`src/rtl/cmd_line_responder.sv`:
```
// rtl/cmd_line_responder.sv - text command target: parses A/B/S/R lines, drives a 2:1 mux, answers over a byte stream
module cmd_line_responder #(
    parameter int WIDTH = 8
) (
    input  logic             clk,
    input  logic             rst,
    input  logic             rx_valid,
    input  logic [7:0]       rx_data,
    output logic             rx_ready,
    output logic             tx_valid,
    output logic [7:0]       tx_data,
    input  logic             tx_ready,
    output logic [WIDTH-1:0] mux_out
);
    localparam int HEXD = WIDTH / 4;
    localparam int CW   = $clog2(HEXD + 1);
    localparam int RW   = (HEXD + 1) * 8;
    localparam logic [CW-1:0] HEXD_C = CW'(HEXD);
    localparam logic [7:0] LF = 8'h0A;

    typedef enum logic [1:0] {S_CMD, S_ARG, S_FLUSH, S_RESP} state_t;
    typedef enum logic [1:0] {C_A, C_B, C_S, C_R} cmd_t;

    state_t            state_q;
    cmd_t              cmd_q;
    logic [WIDTH-1:0]  a_q, b_q, acc_q;
    logic              sel_q;
    logic [CW-1:0]     cnt_q;
    logic              rx_ready_q, tx_valid_q;
    logic [7:0]        tx_data_q;
    logic [RW-9:0]     buf_q;

    logic              rx_fire, is_ws, dig_ok, arg_ok, dig_bad;
    logic [3:0]        dig_val;
    logic [RW-1:0]     resp_d;

    function automatic logic [7:0] nib2asc(input logic [3:0] n);
        return (n < 4'd10) ? (8'h30 + {4'h0, n}) : (8'h37 + {4'h0, n});
    endfunction

    assign mux_out  = sel_q ? b_q : a_q;
    assign rx_ready = rx_ready_q;
    assign tx_valid = tx_valid_q;
    assign tx_data  = tx_data_q;
    assign rx_fire  = rx_valid && rx_ready_q;
    assign is_ws    = (rx_data == 8'h20) || (rx_data == 8'h0D);

    always_comb begin
        dig_ok  = 1'b1;
        dig_val = 4'h0;
        if (rx_data >= 8'h30 && rx_data <= 8'h39)
            dig_val = rx_data[3:0];
        else if ((rx_data >= 8'h41 && rx_data <= 8'h46) || (rx_data >= 8'h61 && rx_data <= 8'h66))
            dig_val = rx_data[3:0] + 4'd9;
        else
            dig_ok = 1'b0;
    end

    // A digit that would make the line invalid sends the rest of it to FLUSH.
    assign dig_bad = (cmd_q == C_R) || (cnt_q == HEXD_C) ||
                     ((cmd_q == C_S) && ((cnt_q != '0) || (dig_val > 4'd1)));
    assign arg_ok  = (state_q == S_ARG) && ((cmd_q == C_R) || (cnt_q != '0));

    // Full response string, first byte in the top slot; R snapshots mux_out.
    always_comb begin
        resp_d = '0;
        if (!arg_ok) begin
            resp_d[RW-1 -: 16] = {8'h3F, LF};
        end else if (cmd_q == C_R) begin
            for (int i = 0; i < HEXD; i++)
                resp_d[RW-1-8*i -: 8] = nib2asc(mux_out[WIDTH-1-4*i -: 4]);
            resp_d[7:0] = LF;
        end else begin
            resp_d[RW-1 -: 16] = {8'h4B, LF};
        end
    end

    always_ff @(posedge clk) begin
        if (rst) begin
            state_q    <= S_CMD;
            cmd_q      <= C_A;
            a_q        <= '0;
            b_q        <= '0;
            sel_q      <= 1'b0;
            acc_q      <= '0;
            cnt_q      <= '0;
            rx_ready_q <= 1'b0;
            tx_valid_q <= 1'b0;
            tx_data_q  <= 8'h00;
            buf_q      <= '0;
        end else begin
            case (state_q)
                S_CMD: begin
                    rx_ready_q <= 1'b1;
                    if (rx_fire && !is_ws && rx_data != LF) begin
                        acc_q   <= '0;
                        cnt_q   <= '0;
                        state_q <= S_ARG;
                        case (rx_data)
                            8'h41:   cmd_q <= C_A;
                            8'h42:   cmd_q <= C_B;
                            8'h53:   cmd_q <= C_S;
                            8'h52:   cmd_q <= C_R;
                            default: state_q <= S_FLUSH;
                        endcase
                    end
                end
                S_ARG, S_FLUSH: begin
                    rx_ready_q <= 1'b1;
                    if (rx_fire && rx_data == LF) begin
                        if (arg_ok) begin
                            case (cmd_q)
                                C_A:     a_q   <= acc_q;
                                C_B:     b_q   <= acc_q;
                                C_S:     sel_q <= acc_q[0];
                                default: ;
                            endcase
                        end
                        state_q    <= S_RESP;
                        rx_ready_q <= 1'b0;
                        tx_valid_q <= 1'b1;
                        tx_data_q  <= resp_d[RW-1 -: 8];
                        buf_q      <= resp_d[RW-9:0];
                    end else if (rx_fire && !is_ws && state_q == S_ARG) begin
                        if (!dig_ok || dig_bad) begin
                            state_q <= S_FLUSH;
                        end else begin
                            acc_q <= (acc_q << 4) | WIDTH'(dig_val);
                            cnt_q <= cnt_q + CW'(1);
                        end
                    end
                end
                default: begin
                    rx_ready_q <= 1'b0;
                    if (tx_valid_q && tx_ready) begin
                        if (tx_data_q == LF) begin
                            tx_valid_q <= 1'b0;
                            rx_ready_q <= 1'b1;
                            state_q    <= S_CMD;
                        end else begin
                            tx_data_q <= buf_q[RW-9 -: 8];
                            buf_q     <= buf_q << 8;
                        end
                    end
                end
            endcase
        end
    end
endmodule

```
`config.mk`:
```
export PLATFORM = sky130hd
export DESIGN_NAME = cmd_line_responder
export DESIGN_NICKNAME = d
export VERILOG_FILES = /design/src/rtl/cmd_line_responder.sv
export SDC_FILE = /design/constraint.sdc
export NUM_CORES = 1
export LEC_CHECK = 0
export ABC_AREA = 1
export BUFFER_PORTS_ARGS = -buffer_cell sky130_fd_sc_hd__buf_2
export CAP_MARGIN = 20
export CORE_AREA = 2 2 88 90
export CTS_BUF_LIST = sky130_fd_sc_hd__clkbuf_8
export DETAILED_ROUTE_END_ITERATION = 10
export DIE_AREA = 0 0 90 92
export GPL_ROUTABILITY_DRIVEN = 0
export PLACE_DENSITY = 0.69
export SYNTH_ARGS = -nofsm -noshare
export SYNTH_HDL_FRONTEND = slang
export SYNTH_SLANG_ARGS = --single-unit
```
`constraint.sdc`:
```
create_clock -name clk -period 5.13 [get_ports clk]
set_clock_uncertainty 0.1 [all_clocks]
set_input_delay 0.2565 -clock clk [delete_from_list [all_inputs] [get_ports clk]]
set_output_delay 0.2565 -clock clk [all_outputs]
set_load 0.02 [all_outputs]
```
==> run summary, run 1 <==
==================================================================================
FF+latch count, synth                                                           48
Leak Pwr                                                                   1.43 nW
Estimated wirelength of the detail-placed design                           5020 µm
Routed wirelength normalized by instance count                             11.9 µm
Cell count after synthesis                                                     438
Detailed-route via count                                                      2761
Ratio of final minimum period to clock period                                0.583
Predominant post-synthesis flop cell                                       dfxtp_1
Library cell with the largest summed area after synthesis                  dfxtp_1
Wire length of the first global-routing pass                              11600 µm
Setup Slack @ Placement                                                    2170 ps
Final hold vios                                                                  0
Standard cell area after detailed placement                            0.00305 mm²
Hold Path Depth                                                                  4
ANT nets after route                                                             0
Number of global-route vias before repair                                     2685
Floorplan die height                                                         92 µm
Net count after synthesis                                                      461
Final setup viols                                                                0
Power per cell area                                                     351 mW/mm²
Endpoint class of the critical path                                      flip-flop
Starting utilization of the core area                                        0.383
Startpoint of the most critical register-to-register path               state_q[0]
Die span in x                                                                90 µm
Count of nets after finishing                                                  481
Placement row count                                                             32
Count leader, synth                                                        nand2_1
Largest vdd supply drop                                                   0.101 mV
Number of flops mapped to enable cells by yosys                                  0
Buffers inserted by post-CTS timing repair                                       0
Netlist Area Pre-Place                                                 0.00286 mm²
Largest fanout of any net on the critical path                                  24
Yosys top cell area share                                                    0.337
TritonCTS sink count                                                            48
Async set-or-reset flop fraction in the synthesized netlist                      0
Sequential cell area fraction in the yosys report                            0.337
Number of antenna repair diodes                                                  0
Floorplan die area                                                     0.00828 mm²
Synthesis-to-layout area growth                                              9.47%
Reg2Reg Capture Point                                                    buf_q[12]
Number of max-slew violations in the final report                                0
Initial DRC Count                                                              119
Highest attainable clock frequency                                         334 MHz
Clock slew at reported path FFs                                              90 ps
Clock tree from TritonCTS                                                      yes
Routed WL                                                                  6660 µm
Worst Setup Path Type                                                 flip-flop to flip-flop
Worst hold margin                                                           182 ps
Worst Min Path Start                                                    rx_data[7]
Post-route setup TNS                                                          0 ps
Fin area                                                               0.00313 mm²
Max cap viols                                                                    0
Post-CTS Hold Fix Bufs                                                           0
Largest net degree at the start of global routing                               26
Number of buffers created by CTS                                                 5
Number of antenna violations at the first check in global routing                0
Reg2Reg Setup Slack                                                        2140 ps
CTS-repair resized insts                                                         0
Setup repair after global routing missed its margin                          false
Fill cell total of the finished layout                                         837
Count of input and output buffers                                               28
Core Area                                                              0.00745 mm²
Mapped Avg Cell Area                                                      6.52 µm²
Tot GR Track Use                                                             0.167
Worst max-slew margin expressed relative to the limit                        0.471
Yosys Warn Count                                                                 0
Worst Path Required                                                        5260 ps
Worst Hold End                                                            cmd_q[0]
CTS Root Buffer Type                                                      clkbuf_8
Maximum level of the CTS H-tree                                                  2
Cell count of the worst reg-to-reg path                                          9
Commonest cells post-synth                                            102 x nand2_1, 58 x inv_1, 52 x nor2_1
Vias per cell                                                                 4.93
Pre-antenna DRT Iters                                                            4
Status                                                                   completed
Max Buffers Root-to-Sink                                                         2
Post-synth cell types                                                           35
Path category of the worst min-delay check                            input port to flip-flop
Overflow left after global routing                                               0
I/O pin count                                                                   30
Least setup slack across all paths after layout                            2140 ps
Share of final-layout standard cells stronger than drive strength 1          0.133
Type of origin of the critical path                                      flip-flop
Top cells by area, synth                                              dfxtp_1 34%, nand2_1 13%, a21oi_1 7.7%
Clock insertion delay at the later pin of the skew report                   300 ps
Clock period minus final worst setup slack                                 2990 ps
Transition time of the tightest slew-check pin                              793 ps
Post-detailed-route DRC marker count                                             0
Arrival time of data at the critical path endpoint                         3130 ps
==================================================================================
[cells in the final DEF (no fill, tap or decap), types with 2 or more instances in the layout]
cell and n:
nor3_2 3, a31oi_1 2, o22ai_1 2, nor3_1 2, nand4_1 3, nor4_1 3
a21oi_1 44, inv_1 59, nor2_1 52, xor2_1 2, o21ai_1 7, nand3_2 6
o21ai_0 28, nor2_2 3, inv_2 8, nand2_1 102, ha_1 11, a211oi_1 8
nand3_1 17, nand2_2 3, dfxtp_1 48, o211ai_1 3, clkbuf_8 5, buf_2 28
[critical path: stages (launching register included)]
cell and delay (ps):
dfxtp_1 370, inv_1 70, ha_1 810, inv_1 350, a21oi_1 410, nand3_4 230
nor2_4 200, inv_2 50, or2_1 220, a21oi_2 100
[state kept, by name, indices dropped and copies added, names as in the netlist]
signal / count
cmd_q: 2
tx_data: 7
b_q: 8
state_q: 2
sel_q: 1
acc_q: 8
cnt_q: 2
rx_ready: 1
buf_q: 8
tx_valid: 1
a_q: 8
[power breakdown]
group | switching [W] | leakage (nW) | internal [W]
sequential | 0.0000350 | 0.389 | 0.000420
combinational | 0.000293 | 0.996 | 0.000135
clock | 0.000123 | 0.0452 | 0.0000910
total | 0.000451 | 1.43 | 0.000646
[cells by family (layout without fill, tap and decap cells)]
kind of cell    count (synthesis)  after routing  synth area share
fa+ha+maj                      11             11            0.0482
simple gates                  198            198             0.310
flops                          48             48             0.337
other cells                     1              1           0.00131
buf+inv                        81            101             0.113
xor+xnor                        2              2           0.00614
compound gates                 97             97             0.185
[per-layer routing]
| metal | GRT usage | part of all wire |
|---|---|---|
| met1 | 0.208 | 0.47 |
| met2 | 0.306 | 0.49 |
| met3 | 0.0255 | 0.036 |
| met4 | 0.0308 | 0.0075 |
| met5 | 0 | 0 |
[through the flow]
stage                     cells  total power [W]  utilization
after floorplan             438         0.000810            -
after global placement      553         0.000878        0.409
after detailed placement    553         0.000888        0.409
after CTS                   560          0.00110        0.420
after global routing        560          0.00119        0.420
final                       560          0.00110        0.420
[worst max path at each step]
stage	slack, ps	end	cells after the start	start
floorplan	3100	buf_q[12]	8	sel_q
global placement	2250	tx_data[0]	8	state_q[0]
detailed placement	2170	tx_data[0]	8	state_q[0]
CTS	2140	tx_data[0]	8	state_q[0]
global route	1830	tx_data[0]	8	state_q[0]
finish	2140	buf_q[12]	9	state_q[0]
[cell type report]
| type | instances | area (µm²) | share of cell area |
|---|---|---|---|
| Clock buffer | 5 | 68.8 | 0.0220 |
| Clock inverter | 2 | 8.76 | 0.00280 |
| Inverter | 66 | 248 | 0.0793 |
| Multi-Input combinational cell | 309 | 1570 | 0.503 |
| Sequential cell | 48 | 961 | 0.307 |
| Tap cell | 102 | 128 | 0.0408 |
| Timing Repair Buffer | 28 | 140 | 0.0448 |
No activity file was read; power rests on OpenSTA's default activity.
==> inputs of run 2 (changes only) <==
--- a/config.mk
+++ b/config.mk
@@ -13,7 +13,7 @@
 export DETAILED_ROUTE_END_ITERATION = 10
 export DIE_AREA = 0 0 90 92
 export GPL_ROUTABILITY_DRIVEN = 0
-export PLACE_DENSITY = 0.69
+export PLACE_DENSITY = 0.71
 export SYNTH_ARGS = -nofsm -noshare
 export SYNTH_HDL_FRONTEND = slang
 export SYNTH_SLANG_ARGS = --single-unit
==> constraint.sdc (replaced) <==
create_clock -name clk -period 2.45 [get_ports clk]
set_clock_uncertainty 0.1 [all_clocks]
set_input_delay 0.1225 -clock clk [delete_from_list [all_inputs] [get_ports clk]]
set_output_delay 0.1225 -clock clk [all_outputs]
set_load 0.02 [all_outputs]
==> run 2 against run 1 <==
Power is 120% higher; critical path depth stayed put; sequential power is 110% higher; final cell count is 0.71% higher; wire length is 4.3% lower; register-to-register slack worse by 1900 ps; critical path type unchanged; highest routed layer unchanged.
==> run summary, run 2 (synthesis gave the netlist of run 1 again) <==
==================================================================================
Hold Path Depth                                                                  4   unchanged
Clock tree from TritonCTS                                                      yes
Count of input and output buffers                                               28   unchanged
Estimated wirelength of the detail-placed design                           4860 µm   -3.1%
Cell count of the worst reg-to-reg path                                          9   unchanged
Clock insertion delay at the later pin of the skew report                   290 ps   about the same
Clock period minus final worst setup slack                                 2200 ps   -794 ps
Number of global-route vias before repair                                     2472   -7.9%
Power per cell area                                                     759 mW/mm²   +120%
Synthesis-to-layout area growth                                              11.3%
Clock slew at reported path FFs                                              80 ps   about the same
Final hold vios                                                                  0   unchanged
Count of nets after finishing                                                  484   +0.62%
End point of the critical path                                            cnt_q[0]
Floorplan die height                                                         92 µm   unchanged
Fill cell total of the finished layout                                         801   -4.3%
Leak Pwr                                                                   1.46 nW   +2.0%
Core Area                                                              0.00745 mm²   unchanged
Detailed route wirelength on metal2                                        2960 µm   -9.2%
Count of placed standard cells including taps                                  556   +0.54%
Startpoint of the most critical register-to-register path               state_q[0]
Top routing layer in use                                                      met4
Arrival time of data at the critical path endpoint                         2330 ps   -800 ps
Number of buffers created by CTS                                                 5   unchanged
Tot GR Track Use                                                             0.158   -0.00905
Routed WL                                                                  6370 µm   -4.3%
Ratio of final minimum period to clock period                                0.897   +0.314
Placement row count                                                             32   unchanged
Die span in x                                                                90 µm   unchanged
Wire length of the first global-routing pass                              11000 µm   -5.5%
I/O pin count                                                                   30   unchanged
Endpoint class of the critical path                                      flip-flop
Path category of the worst min-delay check                            input port to flip-flop
Post-detailed-route DRC marker count                                             0   unchanged
Setup repair after global routing missed its margin                          false
Reg2Reg Setup Slack                                                         250 ps   -1890 ps
Floorplan die area                                                     0.00828 mm²   unchanged
Initial DRC Count                                                              119   unchanged
Maximum level of the CTS H-tree                                                  2   unchanged
Overflow left after global routing                                               0   unchanged
Routed wirelength normalized by instance count                             11.3 µm   -5.0%
Worst Path Required                                                        2580 ps   -2680 ps
Max cap viols                                                                    0   unchanged
Number of max-slew violations in the final report                                0   unchanged
Number of antenna violations at the first check in global routing                0   unchanged
CTS-repair resized insts                                                         0   unchanged
Max Buffers Root-to-Sink                                                         2   unchanged
Largest net degree at the start of global routing                               25   -3.8%
Share of final-layout standard cells stronger than drive strength 1          0.141   +0.00750
Final instance count without filler cells                                      564   +0.71%
Transition time of the tightest slew-check pin                              714 ps   -79.3 ps
Reg2Reg Capture Point                                                     cnt_q[0]
Worst max-slew margin expressed relative to the limit                        0.523   +0.0524
Leading cell type in the layout, fill and taps excluded                    nand2_1
Status                                                                   completed
TritonCTS sink count                                                            48   unchanged
CTS Root Buffer Type                                                      clkbuf_8
Vias per cell                                                                 4.85   -1.7%
Post-CTS Hold Fix Bufs                                                           0   unchanged
Starting utilization of the core area                                        0.383   unchanged
Source of the critical timing path                                      state_q[0]
Largest vdd supply drop                                                   0.272 mV   +170%
ANT nets after route                                                             0   unchanged
Type of origin of the critical path                                      flip-flop
Post-route setup TNS                                                          0 ps   unchanged
Final setup viols                                                                0   unchanged
Number of antenna repair diodes                                                  0   unchanged
Buffers inserted by post-CTS timing repair                                       0   unchanged
Overall power after layout                                               0.00241 W   +120%
Pre-antenna DRT Iters                                                            4   unchanged
Detailed-route via count                                                      2734   -0.98%
Met1 wire length                                                           3180 µm   +2.0%
WL met3                                                                     188 µm   -21%
Highest attainable clock frequency                                         455 MHz   +36%
Largest fanout of any net on the critical path                                  23   -4.2%
Worst Setup Path Type                                                 flip-flop to flip-flop
Most frequent cells in the layout                                     102 x nand2_1, 59 x inv_1, 52 x nor2_1
==================================================================================
[run 2: per-stage QoR]
| step | area, µm² | hold slack [ps] | util | setup WS (ps) |
|---|---|---|---|---|
| finish | 3180 | 67.0 | 0.427 | 253 |
| global route | 3180 | 115 | 0.427 | 37.2 |
| CTS | 3180 | 73.8 | 0.427 | 250 |
| detailed placement | 3070 | 353 | 0.412 | 274 |
| global placement | 3070 | 349 | 0.412 | 332 |
| floorplan | 2860 | 216 | - | 425 |
[run 2: how the worst min path moves through the flow]
stage,end,from,slack (ps)
2_1_floorplan,cmd_q[0],rx_data[7],220
3_3_place_gp,a_q[2],a_q[2],350
3_5_place_dp,b_q[6],b_q[6],350
4_1_cts,cmd_q[0],rx_data[7],70
5_1_grt,cmd_q[0],rx_data[7],120
6_report,cmd_q[0],rx_data[7],70
[run 2: critical path: stages (launching register included)]
cell     delay [ps]
dfxtp_1         370
inv_1            70
ha_1            300
buf_4           280
nor2_1          110
nor2_2          480
nand2_2         180
nand2_1         100
nand2_1          50
nor2_1          100
[run 2: final cells by class]
cell class / count / area, µm² / area share
clock buffer: 5 / 68.8 / 0.0217
clock inverter: 3 / 38.8 / 0.0122
inverter: 66 / 248 / 0.0780
multi-input combinational: 309 / 1570 / 0.494
sequential: 48 / 961 / 0.302
tap: 102 / 128 / 0.0402
timing repair buffer: 31 / 163 / 0.0512
[run 2: report_power, final]
part | internal (W) | switching [W] | total, W
clock network | 0.000299 | 0.000251 | 0.000550
logic | 0.000301 | 0.000613 | 0.000914
registers | 0.000879 | 0.0000683 | 0.000948
[run 2: metal layers]
layer | up-vias | global-route usage
li1 | 1455 | -
met4 | 0 | 0.0321
met5 | - | 0
met2 | 33 | 0.264
met3 | 6 | 0.0312
met1 | 1240 | 0.212
